==> src/rtl/fetch_unit_pkg.sv <==
// Shared constants and types for the instruction-fetch stage.
// Exports: INST_W, NOP_INSTR, RESET_PC_DEF, fetch_state_t, fetch_entry_t.
package fetch_unit_pkg;
   localparam int INST_W = 32;
   localparam logic [INST_W-1:0] NOP_INSTR = 32'h0000_0013;
   localparam logic [INST_W-1:0] RESET_PC_DEF = 32'h0000_0000;

   typedef enum logic {
      RESET_WAIT,
      RUN
   } fetch_state_t;

   typedef struct packed {
      logic [INST_W-1:0] pc;
      logic [INST_W-1:0] instr;
   } fetch_entry_t;
endpackage

==> src/rtl/fetch_unit_if.sv <==
// Instruction-memory bus: req/ready request, in-order rvalid response.
// master: req, addr out; ready, rvalid, rdata in. slave: the mirror.
interface fetch_unit_if;
   logic        req;
   logic [31:0] addr;
   logic        ready;
   logic        rvalid;
   logic [31:0] rdata;

   modport master (
      output req, addr,
      input  ready, rvalid, rdata
   );

   modport slave (
      input  req, addr,
      output ready, rvalid, rdata
   );
endinterface

==> src/rtl/fetch_fifo.sv <==
// Synchronous FIFO with flush; push while full is honoured if popping.
// Ports: clk, rst_n, push/din, pop/dout(head), flush, full, empty, count.
module fetch_fifo #(
   parameter  int WIDTH = 32,
   parameter  int DEPTH = 2,
   localparam int AW    = $clog2(DEPTH),
   localparam int CW    = AW + 1
) (
   input  logic             clk,
   input  logic             rst_n,
   input  logic             push,
   input  logic [WIDTH-1:0] din,
   input  logic             pop,
   input  logic             flush,
   output logic [WIDTH-1:0] dout,
   output logic             full,
   output logic             empty,
   output logic [CW-1:0]    count
);
   logic [WIDTH-1:0] mem [DEPTH];
   logic [AW-1:0]    wr_ptr;
   logic [AW-1:0]    rd_ptr;
   logic             do_push;
   logic             do_pop;

   assign full    = (count == CW'(DEPTH));
   assign empty   = (count == '0);
   assign do_pop  = pop & ~empty;
   assign do_push = push & (~full | do_pop);
   assign dout    = mem[rd_ptr];

   always_ff @(posedge clk) begin
      if (do_push && !flush) begin
         mem[wr_ptr] <= din;
      end
   end

   always_ff @(posedge clk or negedge rst_n) begin
      if (!rst_n) begin
         wr_ptr <= '0;
         rd_ptr <= '0;
         count  <= '0;
      end else if (flush) begin
         wr_ptr <= '0;
         rd_ptr <= '0;
         count  <= '0;
      end else begin
         if (do_push) begin
            wr_ptr <= wr_ptr + AW'(1);
         end
         if (do_pop) begin
            rd_ptr <= rd_ptr + AW'(1);
         end
         count <= count + CW'(do_push) - CW'(do_pop);
      end
   end
endmodule

==> src/rtl/fetch_unit.sv <==
// Fetch stage: owns the PC, requests words, buffers and issues to decode.
// Ports: clk, reset_n, imem (bus master), jump_branch_enable/jump_target,
// stall, instruction, pc_out, inst_valid.
module fetch_unit
   import fetch_unit_pkg::*;
#(
   parameter logic [31:0] RESET_PC = RESET_PC_DEF,
   parameter int          DEPTH    = 2
) (
   input  logic               clk,
   input  logic               reset_n,
   fetch_unit_if.master       imem,
   input  logic               jump_branch_enable,
   input  logic [31:0]        jump_target,
   input  logic               stall,
   output logic [INST_W-1:0]  instruction,
   output logic [31:0]        pc_out,
   output logic               inst_valid
);
   localparam int CW = $clog2(DEPTH) + 1;

   fetch_state_t state;
   fetch_state_t state_nxt;

   logic [31:0]   fetch_pc;
   logic [CW-1:0] discard_cnt;
   logic [CW-1:0] outstanding;
   logic [CW-1:0] dq_count;
   logic [CW:0]   occupancy;
   logic          room;

   logic          aq_full;
   logic          aq_empty;
   logic [31:0]   aq_dout;
   logic          dq_full;
   logic          dq_empty;
   fetch_entry_t  dq_in;
   fetch_entry_t  dq_out;

   logic          redirect;
   logic          accept;
   logic          resp;
   logic          keep;
   logic          take;
   logic          use_fifo;
   logic          bypass;
   logic          idle;
   logic          dq_push;

   assign redirect  = jump_branch_enable;
   assign occupancy = {1'b0, outstanding} + {1'b0, dq_count};
   assign room      = occupancy < (CW+1)'(DEPTH);
   assign imem.addr = fetch_pc;

   assign accept = imem.req & imem.ready & ~aq_full;
   assign resp   = imem.rvalid & ~aq_empty;
   assign keep   = resp & (discard_cnt == '0) & ~redirect;

   // A fresh word goes straight to decode when nothing older is queued.
   assign take     = ~stall & ~redirect;
   assign use_fifo = take & ~dq_empty;
   assign bypass   = take & dq_empty & keep;
   assign idle     = take & ~use_fifo & ~bypass;
   assign dq_push  = keep & ~bypass & (~dq_full | use_fifo);

   assign dq_in.pc    = aq_dout;
   assign dq_in.instr = imem.rdata;

   always_comb begin
      state_nxt = state;
      imem.req  = 1'b0;
      unique case (state)
         RESET_WAIT: state_nxt = RUN;
         RUN:        imem.req  = room & ~redirect;
      endcase
   end

   always_ff @(posedge clk or negedge reset_n) begin
      if (!reset_n) begin
         state <= RESET_WAIT;
      end else begin
         state <= state_nxt;
      end
   end

   always_ff @(posedge clk or negedge reset_n) begin
      if (!reset_n) begin
         fetch_pc <= RESET_PC;
      end else if (redirect) begin
         fetch_pc <= jump_target & ~32'h3;
      end else if (accept) begin
         fetch_pc <= fetch_pc + 32'd4;
      end
   end

   // Responses already in flight at a redirect belong to the old path.
   always_ff @(posedge clk or negedge reset_n) begin
      if (!reset_n) begin
         discard_cnt <= '0;
      end else if (redirect) begin
         discard_cnt <= outstanding - CW'(resp);
      end else if (resp && discard_cnt != '0) begin
         discard_cnt <= discard_cnt - CW'(1);
      end
   end

   always_ff @(posedge clk or negedge reset_n) begin
      if (!reset_n) begin
         instruction <= NOP_INSTR;
         pc_out      <= RESET_PC;
         inst_valid  <= 1'b0;
      end else begin
         unique case (1'b1)
            redirect, idle: begin
               instruction <= NOP_INSTR;
               inst_valid  <= 1'b0;
            end
            use_fifo: begin
               instruction <= dq_out.instr;
               pc_out      <= dq_out.pc;
               inst_valid  <= 1'b1;
            end
            bypass: begin
               instruction <= imem.rdata;
               pc_out      <= aq_dout;
               inst_valid  <= 1'b1;
            end
            default: begin
               instruction <= instruction;
            end
         endcase
      end
   end

   fetch_fifo #(
      .WIDTH (32),
      .DEPTH (DEPTH)
   ) u_addr_q (
      .clk   (clk),
      .rst_n (reset_n),
      .push  (accept),
      .din   (fetch_pc),
      .pop   (resp),
      .flush (1'b0),
      .dout  (aq_dout),
      .full  (aq_full),
      .empty (aq_empty),
      .count (outstanding)
   );

   fetch_fifo #(
      .WIDTH ($bits(fetch_entry_t)),
      .DEPTH (DEPTH)
   ) u_data_q (
      .clk   (clk),
      .rst_n (reset_n),
      .push  (dq_push),
      .din   (dq_in),
      .pop   (use_fifo),
      .flush (redirect),
      .dout  (dq_out),
      .full  (dq_full),
      .empty (dq_empty),
      .count (dq_count)
   );
endmodule
==> src/flat_wrapper.sv <==
// flat-port wrapper written by rule: the top's interface ports become plain ports
module fetch_unit_flat import fetch_unit_pkg::*;
#(
   parameter logic [31:0] RESET_PC = RESET_PC_DEF,
   parameter int          DEPTH    = 2
)
  (clk, reset_n, jump_branch_enable, jump_target, stall, instruction, pc_out, inst_valid, imem_req, imem_addr, imem_ready, imem_rvalid, imem_rdata);
  fetch_unit_if imem_i ();
  input  logic clk;
  input  logic reset_n;
  input  logic jump_branch_enable;
  input  logic [31:0] jump_target;
  input  logic stall;
  output logic [INST_W-1:0] instruction;
  output logic [31:0] pc_out;
  output logic inst_valid;
  output wire logic [$bits(imem_i.req)-1:0] imem_req;
  output wire logic [$bits(imem_i.addr)-1:0] imem_addr;
  input wire logic [$bits(imem_i.ready)-1:0] imem_ready;
  input wire logic [$bits(imem_i.rvalid)-1:0] imem_rvalid;
  input wire logic [$bits(imem_i.rdata)-1:0] imem_rdata;
  assign imem_req = imem_i.req;
  assign imem_addr = imem_i.addr;
  assign imem_i.ready = imem_ready;
  assign imem_i.rvalid = imem_rvalid;
  assign imem_i.rdata = imem_rdata;
  fetch_unit #(.RESET_PC(RESET_PC), .DEPTH(DEPTH)) u_core (.clk(clk), .reset_n(reset_n), .imem(imem_i), .jump_branch_enable(jump_branch_enable), .jump_target(jump_target), .stall(stall), .instruction(instruction), .pc_out(pc_out), .inst_valid(inst_valid));
endmodule
==> config.mk <==
export PLATFORM = sky130hd
export DESIGN_NAME = fetch_unit_flat
export DESIGN_NICKNAME = d
export VERILOG_FILES = /design/src/rtl/fetch_unit_pkg.sv /design/src/rtl/fetch_unit_if.sv /design/src/rtl/fetch_fifo.sv /design/src/rtl/fetch_unit.sv /design/src/flat_wrapper.sv
export SDC_FILE = /design/constraint.sdc
export NUM_CORES = 1
export LEC_CHECK = 0
export CAP_MARGIN = 10
export CORE_MARGIN = 2
export CORE_UTILIZATION = 50
export DETAILED_ROUTE_END_ITERATION = 7
export HOLD_SLACK_MARGIN = 0.06
export PLACE_DENSITY = 0.71
export SYNTH_ARGS = -nofsm -noshare
export SYNTH_HDL_FRONTEND = slang
export SYNTH_HIERARCHICAL = 1
export SYNTH_SLANG_ARGS = --single-unit
export TNS_END_PERCENT = 30
==> constraint.sdc <==
create_clock -name clk -period 12.54 [get_ports clk]
set_input_delay 2.508 -clock clk [delete_from_list [all_inputs] [get_ports clk]]
set_output_delay 2.508 -clock clk [all_outputs]
set_load 0.03 [all_outputs]
# After elaboration in Yosys (flattened, before gate mapping)
# Memory sizes are Yosys's and may differ from the RTL's.
# Cells that the tools add are included.
dict set report word_totals {
  elab_cells 91
  rom_bits 0
  latch_bits 0
  mem_count 2
  in_bits 70
  out_inout_bits 98
  reg_bits 108
  ramBits 192
}
# name depth width read_ports rd_clocked_by_memory_dff write_ports line
set mem_list {}
lappend mem_list {u_core.u_data_q.mem 2 64 1 0 1 fetch_fifo.sv:20} ;# logic [WIDTH-1:0] mem [DEPTH];
lappend mem_list {u_core.u_addr_q.mem 2 32 1 0 1 fetch_fifo.sv:20}
dict set report op_classes {
  n_bitwise 29
  eq_ne 2
  div 0
  n_mul 0
  shift 0
  magnitude_cmp 1
  n_addsub 12
  n_reduce_logical 16
  mux 17
}
# operator count
set ops {}
lappend ops {{case mux 32 bit (3 select lines)} 1}
lappend ops {{two-way mux 32 bit} 2}
lappend ops {{case mux 32 bit (2 select lines)} 1}
lappend ops {{adder 32 x 3 -> 32 bit (second input constant)} 1}
lappend ops {{bitwise AND 1 bit} 18}
lappend ops {{nonzero test 2 bit} 7}
lappend ops {{two-way mux 1 bit} 9}
lappend ops {{NOT 1 bit} 8}
lappend ops {{zero test 2 bit} 3}
lappend ops {{two-way mux 2 bit} 3}
lappend ops {{subtractor 2 x 1 -> 2 bit} 3}
lappend ops {{adder 1 bit (second input constant)} 4}
lappend ops {{adder 2 x 1 -> 2 bit} 2}
lappend ops {{equality test 2 bit (second input constant)} 2}
lappend ops {{OR reduction 2 bit} 2}
lappend ops {{adder 2 x 2 -> 3 bit} 1}
lappend ops {{< comparator 3 x 2 -> 1 bit (second input constant)} 1}
lappend ops {{OR 1 bit} 3}
lappend ops {{nonzero test 3 bit} 1}
lappend ops {{logical AND 1 bit} 2}
lappend ops {{case mux 1 bit (2 select lines)} 1}
lappend ops {{subtractor 2 x 1 -> 2 bit (second input constant)} 1}
lappend ops {{zero test 1 bit} 1}

# Longest topological paths before layout
# Gate-level depths: netlist (run 1).
dict set report logic_depth {
  ltp_word 13
  ltp_mapped 12
}

# Cells and area by module
# The synthesis (run 1) kept the hierarchy.
# module seq_area_each_um2 n_inst cells_per_inst area_per_inst_um2
set by_module_without_submodules {}
lappend by_module_without_submodules {{fetch_fifo (u_core.u_data_q)} 3943.8 1 228 4902.2}
lappend by_module_without_submodules {fetch_unit 2456.1 1 513 4873.4}
lappend by_module_without_submodules {{fetch_fifo (u_core.u_addr_q)} 2021.9 1 129 2562.5}

# Worst setup path after synthesis (run 1)
# Ideal clock, no wire load.
dict set report synth_path {
  kind {input-to-reg}
  start {in jump_branch_enable}
  end {mem u_core/u_data_q/mem[1][0] (netlist bit) (enable)}
  setup_slack_ps 3612
  path_buffers 3
  setup_time_ps 578
  cell_stages 6
  arrival_ps 8350
  path_cell_list {buf_6 nor3_1 buf_2 buf_1 o21ai_2 nor3b_1}
}
dict set report synth_between {
  word_cells_on_any_way 17
  cone_classes {mux (2); bitwise (13); reduce/logical (2)}
}
# element line
set synth_lines {}
lappend synth_lines {{start, declared} flat_wrapper.sv:11} ;# input logic jump_branch_enable;
lappend synth_lines {{NOT 1 bit *} fetch_unit.sv:60} ;# assign take = ~stall & ~redirect;
lappend synth_lines {{bitwise AND 1 bit *} fetch_unit.sv:60}
lappend synth_lines {{bitwise AND 1 bit *} fetch_unit.sv:61} ;# assign use_fifo = take & ~dq_empty;
lappend synth_lines {{via u_core.use_fifo} fetch_unit.sv:45} ;# logic use_fifo;
lappend synth_lines {{OR 1 bit or bitwise AND 1 bit (tied branches)} {fetch_unit.sv:64, fetch_fifo.sv:28}}
lappend synth_lines {{bitwise AND 1 bit or OR 1 bit (tied branches)} {fetch_unit.sv:64, fetch_fifo.sv:29}}
lappend synth_lines {{bitwise AND 1 bit *} fetch_fifo.sv:29} ;# assign do_push = push & (~full | do_pop);
lappend synth_lines {{logical AND 1 bit *} fetch_fifo.sv:33} ;# if (do_push && !flush) begin
lappend synth_lines {{two-way mux 1 bit *} fetch_fifo.sv:33}
lappend synth_lines {{two-way mux 1 bit (implied by the code) *} fetch_fifo.sv:34} ;# mem[wr_ptr] <= din;
lappend synth_lines {{end, declared} fetch_fifo.sv:20}
# Mark *: on every way through the listed nets, which the timed path passes. The rest lies on a longest branch.

# Final worst setup path (run 1)
dict set report layout_path {
  start {in jump_branch_enable}
  end {out imem_req}
}
dict set report layout_between {
  elab_chain_cells 3
}
# element line
set layout_lines {}
lappend layout_lines {{NOT 1 bit} fetch_unit.sv:74} ;# RUN: imem.req = room & ~redirect;
lappend layout_lines {{bitwise AND 1 bit} fetch_unit.sv:74}
lappend layout_lines {{two-way mux 1 bit} fetch_unit.sv:72} ;# unique case (state)
lappend layout_lines {{end, declared} flat_wrapper.sv:17} ;# output wire logic [$bits(imem_i.req)-1:0] imem_req;
# Every way passes these cells.

==> metrics.txt, run 1 <==
leakage power total 5.98 nW; #FFs+latches synth just under 300; Yosys warning count 6; diode count 0; TNS Setup 0 ns; clk root buf clkbuf_16; HP Class register to register; # setup viols final 0; Setup Skew 0.0136 ns; Required @ worst endpoint 10.03 ns; Critical Path Start Type input port; pwr/cell area roughly 140 nW/um2; CP Data Arrival Time slightly above 4 ns; final wirelength around 26000 um; largest net degree at the start of global routing between 70 and 80; ranking of synthesized cells by area edfxtp_1 (47%), dfrtp_1 (21%), mux2_1 (4.7%); dpl cell area between 10000 and 15000 um2; routability cong. approximately 0.8; outcome complete, no violations; clk sinks 298; IO Count between 150 and 200; Design Area, Final roughly 15000 um2; mean number of vias per cell ~5.6; Core Area around 24000 um2; vias in the first global route 7678; hold buffers post-CTS 0; IO buf count about 160; area grow syn2layout 24.8%; Initial DRT Pass Iterations 6; sequential element share of the synthesized area 0.683; Final Core Density 0.635; initial core utilization 0.509; CP Capture Type output port; Remaining DRCs 0; largest fanout on the critical path 62; TritonCTS buffer count 29; Synth area leader edfxtp_1; CTS tree built; Site Rows 57; Tmin final 6.53 ns; Syn Std Cell Area about 12000 um2; post-CTS sizing 0; Final ANT Viol Nets 0; DR vias a little under 8000; Hold Vio Cnt, Final 0; most frequent cell after synthesis edfxtp_1; per-cell routed wire length ~19 um; die area roughly 26000 um2; Clock Latency Late Sink 0.54 ns; class of the most critical setup path input port to output port; initial antenna violation count 0; Design Power roughly 2.2 mW; Max Fclk around 0.15 GHz; Most used DFF post-synth edfxtp_1; post-synthesis compound-gate area fraction 0.0843; xor/xnor cell area share of the yosys netlist 0.00781; period utilisation layout 0.521; fin nets around 1100; Iteration-0 DRC Markers between 600 and 700; Post-synth EDFFs 192; gr ovfl total 0; first-pass GRT wire length ~42000 um; Yosys top cell area share 0.467; setup repair after global routing missed its margin false; Synth top cells by count edfxtp_1 (192), dfrtp_1 (103), nand2_1 (97); mux share of post-synthesis cell area 0.0940; main combinational cell family by area after synthesis multiplexers; syn avg cell area between 10 and 15 um2; gr usage total 0.202; pins over their slew limit 0; clock buffer depth 3; Post-Synth Adder-Cell Area 0.00669; Chip Width between 150 and 200 um; clock-pin slew of the registers on the worst-case setup and hold paths ~0.06 ns; asr flop ratio synth 0.356; Post-DP HPWL roughly 16000 um; Worst VDD drop roughly 0.0001 V; synth unique cells a little under 60; max-cap viol count 0; Post-CTS Setup Inserts 0; Slew @ Worst Pin approximately 1.1 ns; H-tree Lvls 1; layout cells sized above 1 0.126; die height approximately 160 um; Slew HR 0.243; simple-gate share of the synthesized area 0.0910; Synth Instances 870
==> cell type report <==
class,count,area (um2)
fillers,1854,8850
clock buffers,34,744
well taps,324,405
repair buffers,178,1740
multi-input cells,496,3590
inverters,40,150
clock inverters,20,348
flip-flops and latches,298,8420
==> metrics by stage <==
step	hold slack, ns	cells	setup WS [ns]
after floorplan	0.543	883	3.61
after global placement	0.458	1336	5.99
after detailed placement	0.462	1336	5.99
after CTS	0.477	1390	5.99
after global routing	0.491	1390	5.92
final	0.472	1390	6.01
==> registers in the layout, summed over array words and instances, names as in the netlist, 2 cells and up <==
name                   flops
u_core/imem.addr          30
u_core/u_data_q/count      2
u_core/instruction        32
u_core/u_addr_q/count      2
u_core/u_addr_q/mem       64
u_core/u_data_q/mem      128
u_core/pc_out             32
u_core/discard_cnt         2
==> worst max-delay path, stage by stage <==
cell             delay [ns]
buf_2                  0.09
buf_4                  0.31
nor4b_4                0.39
clkdlybuf4s50_1        0.72
==> logic make-up after synthesis <==
family,after synthesis
compound gates,139
xor+xnor,11
fa+ha+maj,6
buf+inv,89
flops,298
mux,103
other cells,2
simple gates,222
==> routing by layer <==
layer | up-vias | share of wire | wire length [um] | GRT usage
met3 | 40 | 0.065 | 1690 | 0.0334
met1 | 3802 | 0.44 | 11500 | 0.291
met2 | 299 | 0.47 | 12400 | 0.324
met5 | - | 0 | 0 | 0
met4 | 0 | 0.019 | 496 | 0.0515
li1 | 3621 | - | - | -
==> cell usage in the layout, fill, tap and decap left out, drive strengths merged, types with 3 or more instances in the layout <==
cell           synthesis  final
or4                    4      4
mux2                 100    100
o21ai                 28     28
mux2i                  3      3
buf                   27     17
a21oi                 14     14
clkinv                 0      9
nand2b                 5      5
nor4                   3      3
conb                   2     15
a22o                   3      3
clkdlybuf4s50          0    161
o311ai                 5      5
o22a                   3      3
nand2                 97     97
edfxtp               192    192
clkbuf                22     34
bufinv                 0     10
inv                   40     41
nor2b                 12     12
nand3b                 3      3
and2                   6      6
o211ai                11     11
dfstp                  3      3
a22oi                 33     33
ha                     5      5
nor2                  35     35
xor2                  10     10
nor3b                  5      5
a31oi                  4      4
nand3                 22     22
a222oi                29     29
nand4                 16     16
a32oi                  3      3
nor3                   5      5
dfrtp                103    103
==> path summary, 6_finish.rpt <==
kind / from / end / slack [ns] / depth (start not counted)
max in group asynchronous: reset_n / u_core/pc_out[31] / 9.26 / 2
setup reg to reg: u_core/u_addr_q/count[0] / u_core/u_addr_q/mem[1][24] / 8.56 / 8
hold reg to reg: u_core/pc_out[26] / u_core/pc_out[26] / 0.47 / 2
min in group asynchronous: reset_n / u_core/imem.addr[15] / 1.97 / 1
hold / removal: u_core/pc_out[26] / u_core/pc_out[26] / 0.47 / 2
setup / recovery: jump_branch_enable / imem_req / 6.01 / 4
==> report_power, final <==
part | total, mW | switching, mW | internal, mW
sequential | 1.10 | 0.0279 | 1.07
clock | 0.984 | 0.355 | 0.629
combinational | 0.143 | 0.0820 | 0.0612
No activity file was read; power rests on OpenSTA's default activity.
==> run 2: changes to the inputs <==
Clock period 12.54 ns to 6.5 ns, I/O delays scaled along.
==> run 2 against run 1 <==
Compared with the run above: flip-flop and latch count is the same; first-iteration DRC count increased by 4.4%; sequential share of layout area is 0.36 points higher; clock power up 78%; critical endpoint unchanged; critical path type is now register to output port.
==> metrics.txt, run 2 (synthesis results as in run 1) <==
outcome complete, no violations; reg2reg start u_core/u_data_q/count[0]; final hold slack ~0.47 ns; max-cap viol count 0; worst r2r dst u_core/u_addr_q/mem[1][29]; die area between 20000 and 30000 um2; Gate power share 0.067; die height ~160 um; hold buffers post-CTS 0; gr usage total 0.206; Core Area roughly 24000 um2; Required @ worst endpoint between 5 and 6 ns; area grow syn2layout 24.0%; pins over their slew limit 0; R2R depth 8; Iteration-0 DRC Markers 663; CP Data Arrival Time roughly 2.7 ns; vias in the first global route between 7000 and 8000; Critical Path Start Type register; clock network power share 0.423; biggest regs u_core/u_data_q/mem (128), u_core/u_addr_q/mem (64); dpl cell area 14300 um2; Reg with most FFs u_core/u_data_q/mem; H-tree Lvls 1; first-pass GRT wire length ~43000 um; Max Fclk roughly 0.25 GHz; setup slack, reg-to-reg 2.56 ns; sw power about 0.89 mW; power share of the sequential group 0.510; Hold Vio Cnt, Final 0; CTS tree built; IO Count around 170; mean number of vias per cell around 5.7; Remaining DRCs 0; P_int approximately 3.3 mW; Chip Width 161 um; gr ovfl total 0; Site Rows 57; layout cells sized above 1 0.119; class of the most critical setup path register to output port; final wirelength between 20000 and 30000 um; post-CTS sizing 0; Setup Skew between 0.015 and 0.02 ns; largest fanout on the critical path 8; Post-CTS Setup Inserts 0; Post-DP HPWL 16100 um; clk root buf clkbuf_16; Slew @ Worst Pin 1.22 ns; setup repair after global routing missed its margin false; period utilisation layout 0.618; filler cell count 1875; Slew HR 0.181; IO buf count 163; clk sinks approximately 300; initial antenna violation count 0; largest net degree at the start of global routing 71; max reg flops 128; fin nets around 1100; clock buffer depth 3; Tmin final around 4.0 ns; clock-pin slew of the registers on the worst-case setup and hold paths 0.06 ns; commonest cells after routing, fill and taps aside edfxtp_1 (192), clkdlybuf4s50_1 (161), dfrtp_1 (102); initial core utilization 0.509; Worst VDD drop slightly above 0.0002 V; Clock Latency Late Sink between 0.5 and 0.6 ns; DR vias 7850; Design Area, Final 15300 um2; worst setup path startpoint u_core/u_data_q/count[0]; TritonCTS buffer count 30; Initial DRT Pass Iterations 6; leakage power total around 5.9 nW; Sw Ratio 0.216; routability cong. about 0.79; pwr/cell area about 270 nW/um2; Setup crit end imem_req; # setup viols final 0; Final ANT Viol Nets 0; commonest non-fill, non-tap cell in the layout edfxtp_1; diode count 0; per-cell routed wire length between 15 and 20 um; CP Capture Type output port; HP Class register to register
[run 2: worst min path at each step]
| stage | from | to | slack, ns | cells past startpoint |
|---|---|---|---|---|
| finish | u_core/pc_out[31] | u_core/pc_out[31] | 0.47 | 2 |
| global route | u_core/pc_out[16] | u_core/pc_out[16] | 0.50 | 2 |
| CTS | u_core/pc_out[26] | u_core/pc_out[26] | 0.48 | 2 |
| detailed placement | u_core/pc_out[26] | u_core/pc_out[26] | 0.46 | 2 |
| global placement | u_core/pc_out[26] | u_core/pc_out[26] | 0.46 | 2 |
| floorplan | u_core/discard_cnt[1] | u_core/discard_cnt[1] | 0.54 | 2 |
[run 2: critical path, cell delays in order, from the launching register on]
cell	delay [ns]
dfrtp_1	0.48
and2_1	0.19
fa_1	0.48
nor4b_4	0.30
clkdlybuf4s50_1	0.72
[run 2: layout make-up]
type                       count  area (um2)  area share
sequential                   298        8420       0.551
multi-input combinational    496        3590       0.235
timing repair buffer         175        1710       0.112
clock inverter                13         188      0.0123
clock buffer                  43         821      0.0537
tap                          324         405      0.0265
inverter                      40         150     0.00982
[run 2: power by group through the flow]
stage	sequential, mW	clock, mW	combinational [mW]
floorplan	2.19	0	0.0760
global placement	2.15	0	0.273
detailed placement	2.15	0	0.277
CTS	2.11	1.79	0.279
global route	2.12	1.87	0.297
finish	2.11	1.75	0.277
[run 2: metrics by stage]
| stage | worst slack [ns] | instances | utilization | TNS (ns) | total power [mW] |
|---|---|---|---|---|---|
| final | 2.48 | 1389 | 0.631 | 0 | 4.14 |
| after global routing | 2.28 | 1389 | 0.631 | 0 | 4.29 |
| after CTS | 2.44 | 1389 | 0.631 | 0 | 4.18 |
| after detailed placement | 2.10 | 1333 | 0.589 | 0 | 2.43 |
| after global placement | 2.13 | 1333 | 0.589 | 0 | 2.42 |
| after floorplan | -0.858 | 883 | - | -54.92 | 2.27 |
[run 2: routing by layer]
layer	wire length, um	track usage
met1	11900	0.292
met2	12400	0.336
met3	1840	0.0329
met4	497	0.0556
met5	0	0
